==> src/rtl/acc_pkg.sv <==
`default_nettype none
// +-------------------------------------------------------------------+
// | acc_pkg : command encodings and sequencer states for acc_shift_pair |
// | Revision: 1.0                                                       |
// +-------------------------------------------------------------------+
package acc_pkg;

    localparam logic [2:0] CMD_NOP       = 3'd0;
    localparam logic [2:0] CMD_LD_AH_EXT = 3'd1;
    localparam logic [2:0] CMD_LD_AH_ALU = 3'd2;
    localparam logic [2:0] CMD_XFER      = 3'd3;
    localparam logic [2:0] CMD_SHL1      = 3'd4;
    localparam logic [2:0] CMD_SHR1      = 3'd5;
    localparam logic [2:0] CMD_SHL_N     = 3'd6;
    localparam logic [2:0] CMD_SHR_N     = 3'd7;

    typedef enum logic [0:0] {
        SEQ_IDLE  = 1'b0,
        SEQ_SHIFT = 1'b1
    } seq_state_e;

    function automatic logic is_shift_n(input logic [2:0] c);
        return (c == CMD_SHL_N) || (c == CMD_SHR_N);
    endfunction

endpackage
`default_nettype wire

==> src/rtl/acc_shift_seq.sv <==
`default_nettype none
// +-------------------------------------------------------------------+
// | acc_shift_seq : handshake, shift counter and step/direction strobes |
// | Revision: 1.0                                                       |
// +-------------------------------------------------------------------+
module acc_shift_seq
    import acc_pkg::*;
#(
    parameter int W    = 8,
    parameter int SH_W = $clog2(2*W)+1
) (
    input  logic            clk,
    input  logic            clr_n,
    input  logic            en,
    input  logic            cmd_valid_i,
    input  logic [2:0]      cmd_i,
    input  logic [SH_W-1:0] shamt_i,
    output logic            accept_o,
    output logic            step_o,
    output logic            shift_left_o,
    output logic            busy_o,
    output logic            done_o,
    output logic            cmd_ready_o
);

    localparam logic [SH_W-1:0] MAX_STEPS = SH_W'(2*W);

    seq_state_e      state_q, state_d;
    logic [SH_W-1:0] cnt_q, cnt_d;
    logic            dir_q, dir_d;
    logic            done_q, done_d;
    logic [SH_W-1:0] w_n_eff;

    assign w_n_eff     = (shamt_i > MAX_STEPS) ? MAX_STEPS : shamt_i;
    assign busy_o      = (state_q == SEQ_SHIFT);
    assign cmd_ready_o = ~busy_o;
    assign done_o      = done_q;

    always_ff @(posedge clk or negedge clr_n) begin
        if (!clr_n) begin
            state_q <= SEQ_IDLE;
            cnt_q   <= '0;
            dir_q   <= 1'b0;
            done_q  <= 1'b0;
        end else begin
            state_q <= state_d;
            cnt_q   <= cnt_d;
            dir_q   <= dir_d;
            done_q  <= done_d;
        end
    end

    // done_d defaults low so the pulse self-clears even while en is low.
    always_comb begin
        state_d      = state_q;
        cnt_d        = cnt_q;
        dir_d        = dir_q;
        done_d       = 1'b0;
        step_o       = 1'b0;
        shift_left_o = dir_q;
        accept_o     = en & cmd_valid_i & (state_q == SEQ_IDLE);
        case (state_q)
            SEQ_IDLE: begin
                shift_left_o = (cmd_i == CMD_SHL1) || (cmd_i == CMD_SHL_N);
                if (accept_o) begin
                    if (is_shift_n(cmd_i)) begin
                        if (w_n_eff == '0) begin
                            done_d = 1'b1;
                        end else begin
                            step_o = 1'b1;
                            dir_d  = shift_left_o;
                            cnt_d  = w_n_eff - SH_W'(1);
                            if (w_n_eff == SH_W'(1)) begin
                                done_d = 1'b1;
                            end else begin
                                state_d = SEQ_SHIFT;
                            end
                        end
                    end else begin
                        done_d = 1'b1;
                        step_o = (cmd_i == CMD_SHL1) || (cmd_i == CMD_SHR1);
                    end
                end
            end
            SEQ_SHIFT: begin
                if (en) begin
                    step_o = 1'b1;
                    cnt_d  = cnt_q - SH_W'(1);
                    if (cnt_q == SH_W'(1)) begin
                        state_d = SEQ_IDLE;
                        done_d  = 1'b1;
                    end
                end
            end
            default: state_d = SEQ_IDLE;
        endcase
    end

endmodule
`default_nettype wire

==> src/rtl/acc_shift_pair.sv <==
`default_nettype none
// +-------------------------------------------------------------------+
// | acc_shift_pair : AH/AL accumulator pair shifting as one 2W register |
// | Revision: 1.0                                                       |
// +-------------------------------------------------------------------+
module acc_shift_pair
    import acc_pkg::*;
#(
    parameter int W    = 8,
    parameter int SH_W = $clog2(2*W)+1
) (
    input  logic            clk,
    input  logic            clr_n,
    input  logic            en,
    input  logic            ah_reset,
    input  logic [2:0]      cmd,
    input  logic            cmd_valid,
    output logic            cmd_ready,
    input  logic [SH_W-1:0] shamt,
    input  logic            carry_in,
    input  logic [W-1:0]    ah_in,
    input  logic [W-1:0]    aludata,
    output logic [W-1:0]    ah_out,
    output logic [W-1:0]    al_out,
    output logic            shift_out,
    output logic            busy,
    output logic            done
);

    logic [W-1:0]   ah_q, ah_d;
    logic [W-1:0]   al_q, al_d;
    logic           so_q, so_d;
    logic           w_accept;
    logic           w_step;
    logic           w_left;
    logic [2*W-1:0] w_shl;
    logic [2*W-1:0] w_shr;

    acc_shift_seq #(
        .W    (W),
        .SH_W (SH_W)
    ) u_seq (
        .clk          (clk),
        .clr_n        (clr_n),
        .en           (en),
        .cmd_valid_i  (cmd_valid),
        .cmd_i        (cmd),
        .shamt_i      (shamt),
        .accept_o     (w_accept),
        .step_o       (w_step),
        .shift_left_o (w_left),
        .busy_o       (busy),
        .done_o       (done),
        .cmd_ready_o  (cmd_ready)
    );

    assign w_shl = {ah_q[W-2:0], al_q, carry_in};
    assign w_shr = {carry_in, ah_q, al_q[W-1:1]};

    // ah_reset is applied last and outside the enable so it overrides any AH result.
    always_comb begin
        ah_d = ah_q;
        al_d = al_q;
        so_d = so_q;
        if (w_step) begin
            if (w_left) begin
                {ah_d, al_d} = w_shl;
                so_d         = ah_q[W-1];
            end else begin
                {ah_d, al_d} = w_shr;
                so_d         = al_q[0];
            end
        end else if (w_accept) begin
            case (cmd)
                CMD_LD_AH_EXT: ah_d = ah_in;
                CMD_LD_AH_ALU: ah_d = aludata;
                CMD_XFER:      al_d = ah_q;
                default:       ;
            endcase
        end
        if (ah_reset) begin
            ah_d = '0;
        end
    end

    always_ff @(posedge clk or negedge clr_n) begin
        if (!clr_n) begin
            ah_q <= '0;
            al_q <= '0;
            so_q <= 1'b0;
        end else begin
            ah_q <= ah_d;
            al_q <= al_d;
            so_q <= so_d;
        end
    end

    assign ah_out    = ah_q;
    assign al_out    = al_q;
    assign shift_out = so_q;

endmodule
`default_nettype wire

==> config.mk <==
export PLATFORM = sky130hd
export DESIGN_NAME = acc_shift_pair
export DESIGN_NICKNAME = d
export VERILOG_FILES = /design/src/rtl/acc_pkg.sv /design/src/rtl/acc_shift_seq.sv /design/src/rtl/acc_shift_pair.sv
export SDC_FILE = /design/constraint.sdc
export NUM_CORES = 1
export LEC_CHECK = 0
export BUFFER_PORTS_ARGS = -buffer_cell sky130_fd_sc_hd__buf_2
export CORE_MARGIN = 2
export CORE_UTILIZATION = 35
export DETAILED_ROUTE_END_ITERATION = 10
export PLACE_DENSITY_LB_ADDON = 0.15
export SLEW_MARGIN = 10
export SYNTH_ARGS = -nofsm -noshare
export SYNTH_HDL_FRONTEND = slang
export SYNTH_SLANG_ARGS = --single-unit
export TNS_END_PERCENT = 10
==> constraint.sdc <==
create_clock -name clk -period 2.4 [get_ports clk]
set_clock_uncertainty 0.2 [all_clocks]
set_input_delay 0.24 -clock clk [delete_from_list [all_inputs] [get_ports clk]]
set_output_delay 0.24 -clock clk [all_outputs]
set_load 0.05 [all_outputs]
* Yosys cells after proc, flatten, opt, wreduce, memory -nomap -nowiden
Cells that the tools add are included.
Storage, ports and cells: register bits after elaboration 25, bits of input ports 30, output and inout bits 20
Operators by class: add/sub/neg operators 2, $lt $le $gt $ge 1, eq/ne operators 13, muxes and demuxes 36, bitwise gates (word level) 4, reductions and logical operators 12
Operators by type and width (number):
- 8-bit 2-to-1 mux | 8
- 5-bit 2-to-1 mux | 5
- 1-bit 2-to-1 mux | 18
- 8-bit one-hot mux with 2 select lines | 1
- 3-bit == test, second input constant | 4
- 5-bit by 1-bit == test with 1-bit output, second input constant | 2
- 5-bit one-hot mux with 2 select lines | 1
- 5-bit by 1-bit subtractor with 5-bit output, second input constant | 2
- 4-bit AND reduction | 2
- 3-bit by 2-bit == test with 1-bit output, second input constant | 2
- 1-bit one-hot mux with 2 select lines | 3
- 5-bit > comparator, second input constant | 1
- 5-bit zero test | 1
- 2-bit by 1-bit != test with 1-bit output, second input constant | 2
- 2-bit != test, second input constant | 2
- 2-bit AND reduction | 2
- 2-bit nonzero test | 2
- 4-bit nonzero test | 1
- 3-bit by 1-bit == test with 1-bit output, second input constant | 1
- 1-bit logical OR | 3
- 3-bit nonzero test | 1
- 1-bit AND | 2
- 1-bit NOT | 2

* Logic depth before layout (Yosys ltp)
Gate-level depths: netlist of the first run.
word-level depth 9, mapped depth 7, gate-level depth less buffers 6

* By module
A second synthesis of the first run with hierarchy kept.
Unflattened totals: cells, all modules 181, area total of the unflattened synthesis 1665.3 µm²
By module, submodules not included:
- acc_shift_pair | times used 1, cells each 108, area an instance 1019.7 µm², seq. area each 425.4 µm²
- acc_shift_seq | times used 1, cells each 73, area an instance 645.6 µm², seq. area each 200.2 µm²

* Worst setup path after synthesis of the first run
Ideal clock, no wire load.
path kind register -> register, from register u_seq.state_q, in the netlist u_seq.busy_o, to register al_q[2], in the netlist al_out[2], library setup time 0.131 ns, arrival 1.817 ns, data required time 2.069 ns, slack 0.251 ns, cell stages (with the launch flop) 6, buffers on the path 1, cell sequence dfrtp_1 > or3b_2 > nand2_1 > buf_4 > mux2i_1 > o211ai_1
Between the ends: word-level cells in the longest chain between the ends 6, elaborated cells on any way between the ends 10, classes of those cells 5 x mux; 2 x bitwise; 3 x reduce/logical
RTL lines:
- start: declaration | RTL line acc_shift_seq.sv:28 | seq_state_e state_q, state_d;
- start signal: assignment | RTL line acc_shift_seq.sv:46 | state_q <= state_d;
- 1-bit NOT (no line)
- 1-bit AND | RTL line acc_shift_seq.sv:61 | accept_o = en & cmd_valid_i & (state_q == SEQ_IDLE);
- 1-bit 2-to-1 mux | RTL line acc_shift_seq.sv:65 | if (accept_o) begin
- 1-bit one-hot mux with 2 select lines | RTL line acc_shift_seq.sv:62 | case (state_q)
- 2-bit nonzero test (no line)
- 2-bit AND reduction (no line)
- end signal: assignment | RTL line acc_shift_pair.sv:93 | al_q <= al_d;
- end: declaration | RTL line acc_shift_pair.sv:31 | logic [W-1:0] al_q, al_d;
Parallel ways exist; a longest one is shown, timed or not. A chain may end at the register's enable or synchronous reset.

* Worst setup path in the final report of the first run
from register u_seq.state_q, in the netlist u_seq.busy_o, to register ah_q[7], in the netlist ah_out[7]
Between the ends: word-level cells in the longest chain between the ends 6, elaborated cells on any way between the ends 11, classes of those cells 6 x mux; 2 x bitwise; 3 x reduce/logical
RTL lines:
- 1-bit NOT (no line)
- 1-bit AND | RTL line acc_shift_seq.sv:61
- 1-bit 2-to-1 mux | RTL line acc_shift_seq.sv:65
- 1-bit one-hot mux with 2 select lines | RTL line acc_shift_seq.sv:62
- 4-bit nonzero test (no line) (tied with other cells)
- 2-bit AND reduction (no line) or 8-bit 2-to-1 mux (tied branches)
- end signal: assignment | RTL line acc_shift_pair.sv:92 | ah_q <= ah_d;
- end: declaration | RTL line acc_shift_pair.sv:30 | logic [W-1:0] ah_q, ah_d;
Parallel ways exist; a longest one is shown, timed or not.

==> flow_summary_export.csv, run 1 <==
group,metric,value,unit
power_and_ir_drop,vdd_ir_drop_max,0.4824,mV
logic_synthesis,post-synth-top-count-cell,"dfrtp_1",
logic_synthesis,ys_top_cells_by_area,"dfrtp_1 36%, mux2i_1 12%, mux2_2 6.5%",
global_route,grt_max_degree,35,
place,place_ws,0.07314,ns
timing,max_freq,487.2,MHz
layout,diodes,0,
setup_path,critPathMaxFanout,8,
setup_path,critical_path.cell_chain,"nand3b_1 -> nor3_4 -> mux2i_1 -> a221oi_2",
logic_synthesis,ys_top_cells_by_count,"25 x dfrtp_1, 21 x nand2_1, 20 x mux2i_1, 11 x nand3_1",
detailed_routing,first_pass_iters,4,
timing,worst-slew-pin-transition,0.5877,ns
detailed_routing,detail_route.drc_violations,0,
global_route,grt_remaining_overflow,0,
power_and_ir_drop,net-switching-power,1.125,mW
global_route,grt_antenna_before_repair,0,
worst_hold_path,holdCritPathClass,"in -> reg",
worst_hold_path,min_from,"carry_in",
place,post_dp_cell_area,2067,um^2
layout,finalInstanceArea,2123,um^2
timing,final_min_period_over_clock_period,0.8552,
clocking,numCtsBuffers,3,
power_and_ir_drop,leakagePower,0.9803,nW
setup_path,critical_path.reg2reg.startpoint,"u_seq.busy_o",
detailed_routing,drt_first_iter_violations,117,
worst_hold_path,timing.hold.worst_path_depth,3,
timing,finalSetupViolCount,0,
timing,slew_violations,0,
logic_synthesis,yosysUniqueCellTypes,43,
logic_synthesis,post-synth-top-area-cell,"dfrtp_1",
clocking,clock_tree.buffer_depth,2,
power_and_ir_drop,pwr_density_cell,1055,nW/um^2
clocking,cts.htree.levels,1,
power_and_ir_drop,pwr-share-clk,0.117,
floorplanning,die_x,74.14,um
detailed_routing,num_vias,1486,
timing,max_slew_margin,0.6082,
timing,grt_setup_unrepaired,"false",
detailed_routing,avgRoutedWirePerCell,14.20,um
global_route,first_global_vias,1427,
setup_path,ff2ff_setup_slack,0.35,ns
power_and_ir_drop,internal,1.115,mW
logic_synthesis,synth.top_cell.area_share,0.3634,
power_and_ir_drop,p_seq_frac,0.327,
logic_synthesis,synthesis.area_per_instance,9.952,um^2
floorplanning,boundaryPins,50,
clocking,clock_sinks,25,
place,buffer_ports.inserted,49,
logic_synthesis,syn_inst,173,
job,timing.max_cap.violations,0,
detailed_routing,drt_wl_total,4146,um
setup_path,cp_data_required_time,2.39,ns
logic_synthesis,synthArstFlopShare,1.000,
global_route,grt_first_pass_wirelength,6706,um
clocking,cts_tree,"done",
layout,final_nets,261,
place,routability_congestion,0.7525,
logic_synthesis,synth-edff-count,0,
global_route,grt_util_overall,0.1577,
setup_path,crit_path_top_delay_cell,"nor3_4",
layout,layout-drive-gt1-share,0.3511,
setup_path,worst_r2r_endpoint,"ah_out[7]",
setup_path,timing.reg2reg.worst_path_depth,4,
power_and_ir_drop,p_sw_frac,0.5023,
clocking,clock_transition_at_the_register_clock_pins_on_the_worst_setup_and_hold_paths_after_cts,0.09,ns
outcome,outcome,"finished, final reports clean",
logic_synthesis,postSynthNetCount,208,
floorplanning,core_region_area,4723,um^2
setup_path,critical-path-max-stage-delay,0.52,ns
clocking,cts.root.buffer_cell,"clkbuf_8",
power_and_ir_drop,power.share.combinational,0.556,
detailed_routing,detail_route.vias_per_cell,5.089,
setup_path,arr_time_crit_path,2.04,ns
detailed_routing,ant_nets,0,
setup_path,crit_type,"reg -> reg",
place,post-dp-hpwl,3097,um
layout,flow.area_growth_from_synthesis,23.33,%
logic_synthesis,ys_dominant_reg_cell,"dfrtp_1",
logic_synthesis,sequential_share_of_the_synthesized_area,0.3634,
timing,timing.final.ws_setup,0.3475,ns
floorplanning,die_y,74.14,um
timing,time_the_worst_path_needs_with_i_o_delays_and_setup,2.052,ns
timing,final_hold_viol_count,0,
floorplanning,cell_row_count,25,
floorplanning,initial_utilization,0.3645,
logic_synthesis,synth-warning-count,0,
setup_path,crit_start_category,"flip-flop",
setup_path,worstSetupEndpointType,"flip-flop",
logic_synthesis,netlist_area,1722,um^2
clocking,worst_skew_pair.late_latency,0.27,ns
floorplanning,die_area,5496,um^2
worst_hold_path,min_delay_worst_endpoint,"ah_out[7]",
logic_synthesis,postSynthRegisterBits,25,
timing,final.setup.tns,0,ns
[critical path, delay by kind of cell (launching register included)]
kind,cells,cell delay [ns]
simple gates,2,0.82
flops,1,0.45
compound gates,1,0.29
mux,1,0.20
[how the worst max path moves through the flow]
stage                  from   endpoint  slack, ns
6_report       u_seq.busy_o  ah_out[7]       0.35
5_1_grt        u_seq.busy_o  ah_out[2]       0.18
4_1_cts        u_seq.busy_o  ah_out[7]       0.31
3_5_place_dp       shamt[4]  ah_out[2]       0.07
3_3_place_gp       shamt[4]  ah_out[2]       0.15
2_1_floorplan  u_seq.busy_o  al_out[2]       0.25
[per-stage QoR]
| step | total power, mW | util | hold WS (ns) | instances |
|---|---|---|---|---|
| 2_1_floorplan | 1.682 | - | -0.2556 | 173 |
| 3_3_place_gp | 1.993 | 0.4376 | 0.07353 | 287 |
| 3_5_place_dp | 1.993 | 0.4376 | 0.08393 | 287 |
| 4_1_cts | 2.265 | 0.4495 | 0.01966 | 292 |
| 5_1_grt | 2.400 | 0.4495 | 0.02315 | 292 |
| 6_report | 2.240 | 0.4495 | 0.02993 | 292 |
[power by group through the flow]
stage               Sequential [mW]  Combinational, mW  Clock (mW)
floorplan                      1.06              0.618           0
global placement              0.745               1.25           0
detailed placement            0.739               1.25           0
CTS                           0.734               1.26       0.273
global route                  0.759               1.35       0.286
finish                        0.733               1.25       0.262
[layer usage]
layer | up-vias | track usage | wire [um]
li1 | 750 | - | -
met1 | 694 | 0.2318 | 2090
met2 | 38 | 0.2331 | 1819
met3 | 4 | 0.02439 | 181
met4 | 0 | 0.06061 | 54
met5 | - | 0 | 0
[cells by family after synthesis]
logic type / count (synthesis) / share of synthesized area
fa+ha+maj: 5 / 0.03634
flops: 25 / 0.3634
simple gates: 51 / 0.1657
xor+xnor: 3 / 0.01526
buf+inv: 19 / 0.05014
compound gates: 40 / 0.1875
mux: 30 / 0.1817
[state kept, by name, summed over array words and instances, names as in the netlist]
name / count
shift_out: 1
u_seq.cnt_q: 5
ah_out: 8
u_seq.busy_o: 1
u_seq.done_o: 1
u_seq.dir_q: 1
al_out: 8
[layout by cell type, fill, tap and decap left out, types with 4 or more instances in the layout]
master / count
buf_4: 6
mux2i_1: 20
ha_1: 5
a21oi_1: 9
inv_1: 10
nand2_1: 21
dfrtp_1: 25
buf_2: 49
o21ai_0: 5
nand3_1: 11
a221oi_1: 4
mux2_2: 10
o211ai_1: 7
[area by class of cell]
cell class,count,area (um^2)
fill,471,2600
timing repair buffer,57,320.3
multi-input combinational,129,1010
clock inverter,1,5.005
clock buffer,3,41.29
sequential,25,625.6
inverter,10,37.54
tap,67,83.83
[timing repair]
action / 4_1_cts / 5_1_grt
hold buffers: 1 / 0
gates resized for setup: 0 / 0
buffers inserted: 0 / 0
endpoints found under the hold margin: 25 / 0
(Power assumes the default switching activity.)
==> run 2, diff against run 1 <==
--- a/config.mk
+++ b/config.mk
@@ -8,9 +8,11 @@
 export BUFFER_PORTS_ARGS = -buffer_cell sky130_fd_sc_hd__buf_2
 export CORE_MARGIN = 2
 export CORE_UTILIZATION = 35
+export CTS_BUF_LIST = sky130_fd_sc_hd__clkbuf_2
 export DETAILED_ROUTE_END_ITERATION = 10
 export PLACE_DENSITY_LB_ADDON = 0.15
-export SLEW_MARGIN = 10
+export RECOVER_POWER = 25
+export SLEW_MARGIN = 20
 export SYNTH_ARGS = -nofsm -noshare
 export SYNTH_HDL_FRONTEND = slang
 export SYNTH_SLANG_ARGS = --single-unit
==> flow_summary_export.csv, run 2 (synthesis results as in run 1) <==
group,metric,value,unit
place,routability_congestion,0.7525,
timing,timing.final.ws_setup,0.3150,ns
timing,max_freq,479.6,MHz
global_route,grt_max_degree,35,
place,post-dp-hpwl,3097,um
timing,slew_violations,0,
timing,final.setup.tns,0,ns
timing,time_the_worst_path_needs_with_i_o_delays_and_setup,2.085,ns
layout,flow.area_growth_from_synthesis,23.47,%
worst_hold_path,holdCritPathClass,"in -> reg",
layout,diodes,0,
timing,max_slew_margin,0.07702,
setup_path,crit_start_category,"flip-flop",
detailed_routing,detail_route.vias_per_cell,5.081,
place,buffer_ports.inserted,49,
global_route,busiest_layer,"met2",
clocking,cts_post_setup_buffers_inserted,0,
power_and_ir_drop,leakagePower,0.9809,nW
layout,mostFrequentLayoutCells,"48 x buf_2, 25 x dfrtp_1, 21 x nand2_1",
power_and_ir_drop,net-switching-power,1.123,mW
clocking,worst_skew_pair.late_latency,0.36,ns
floorplanning,die_area,5496,um^2
floorplanning,cell_row_count,25,
global_route,grt_util_overall,0.1552,
power_and_ir_drop,power.share.combinational,0.579,
setup_path,cp_data_required_time,2.50,ns
setup_path,critical_path.cell_chain,"nand3b_1 -> nor3_4 -> mux2i_1 -> a221oi_2",
clocking,cts_repair_resize_count,0,
detailed_routing,first_pass_iters,5,
clocking,cts.htree.levels,1,
setup_path,crit_path_top_delay_cell,"nor3_4",
clocking,clock_tree.buffer_depth,2,
power_and_ir_drop,p_seq_frac,0.338,
setup_path,arr_time_crit_path,2.19,ns
timing,final_min_period_over_clock_period,0.8687,
clocking,clock_sinks,25,
setup_path,critPathMaxFanout,8,
clocking,cts_tree,"done",
outcome,outcome,"finished, final reports clean",
power_and_ir_drop,pwr_density_cell,1016,nW/um^2
timing,grt_setup_unrepaired,"false",
global_route,grt_remaining_overflow,0,
layout,layout.area.seq,625.6,um^2
floorplanning,core_region_area,4723,um^2
power_and_ir_drop,pwr-share-clk,0.083,
power_and_ir_drop,power.total,2.160,mW
clocking,numCtsBuffers,3,
power_and_ir_drop,internal,1.038,mW
floorplanning,boundaryPins,50,
layout,layout.cells.most_common,"buf_2",
global_route,groute.layer.met1.usage,0.2318,
detailed_routing,num_vias,1499,
clocking,cts.root.buffer_cell,"clkbuf_2",
detailed_routing,detail_route.drc_violations,0,
power_and_ir_drop,vdd_ir_drop_max,0.4556,mV
global_route,first_global_vias,1423,
job,timing.max_cap.violations,0,
power_and_ir_drop,p_sw_frac,0.5197,
timing,final_hold_viol_count,0,
setup_path,crit_type,"reg -> reg",
setup_path,worstSetupEndpointType,"flip-flop",
global_route,grt_antenna_before_repair,0,
layout,final_nets,264,
floorplanning,initial_utilization,0.3645,
setup_path,path_delay_family,"simple AND/OR/NAND/NOR gates",
detailed_routing,drt_first_iter_violations,108,
clocking,clock_transition_at_the_register_clock_pins_on_the_worst_setup_and_hold_paths_after_cts,0.26,ns
floorplanning,die_y,74.14,um
detailed_routing,avgRoutedWirePerCell,14.00,um
setup_path,critical-path-max-stage-delay,0.53,ns
global_route,grt_first_pass_wirelength,6672,um
place,place_ws,0.07314,ns
layout,multi_input_comb_area,1010,um^2
setup_path,crit_buf_inv,0,
layout,fillCellCount,471,
global_route,globalRouteMet3Util,0.02033,
timing,worst-slew-pin-transition,1.384,ns
global_route,use_met2,0.2331,
detailed_routing,drt_wl_total,4130,um
floorplanning,die_x,74.14,um
timing,finalSetupViolCount,0,
layout,layout-drive-gt1-share,0.3421,
detailed_routing,ant_nets,0,
## run 2: area by class of cell
cell class / instances / area share
multi-input cells: 129 / 0.4750
flip-flops and latches: 25 / 0.2943
repair buffers: 60 / 0.1642
well taps: 67 / 0.03943
inverters: 10 / 0.01766
clock buffers: 3 / 0.007063
clock inverters: 1 / 0.002354
## run 2: final timing paths
path / slack, ns / end / from / depth (start not counted)
worst max-delay path: 0.32 / ah_out[7] / u_seq.busy_o / 4
worst min-delay path: 0.03 / u_seq.dir_q / cmd[0] / 4
worst max register to register: 0.32 / ah_out[7] / u_seq.busy_o / 4
worst min register to register: 0.35 / shift_out / shift_out / 2
max in group asynchronous: 0.74 / u_seq.busy_o / clr_n / 2
min in group asynchronous: 0.47 / al_out[5] / clr_n / 2
## run 2: per-layer routing
metal	routed length (um)	part of all wire
met5	0	0
met4	17	0.0041
met1	2039	0.49
met2	1885	0.46
met3	188	0.046
## run 2: power groups by stage
stage,clock (mW),sequential (mW),combinational (mW)
detailed placement,0,0.739,1.25
CTS,0.188,0.732,1.26
global route,0.200,0.758,1.36
finish,0.179,0.731,1.25
floorplan,0,1.06,0.618
global placement,0,0.745,1.25
## run 2: worst min-delay path, cell delays in order
cell,delay (ns)
buf_2,0.12
inv_1,0.08
nand3_1,0.07
o21ai_0,0.07
## run 2: metrics by stage
stage | hold WS (ns) | instance area (um^2) | std cells | utilization
finish | 0.02508 | 2126 | 295 | 0.4501
global route | 0.007313 | 2126 | 295 | 0.4501
CTS | 0.005516 | 2127 | 295 | 0.4503
detailed placement | 0.08393 | 2067 | 287 | 0.4376
global placement | 0.07353 | 2067 | 287 | 0.4376
floorplan | -0.2556 | 1722 | 173 | -
## run 2: what timing repair did
| item | 4_1_cts | 5_1_grt |
|---|---|---|
| setup endpoints to repair | 0 | 0 |
| hold buffers | 4 | 0 |
| endpoints found under the hold margin | 34 | 0 |
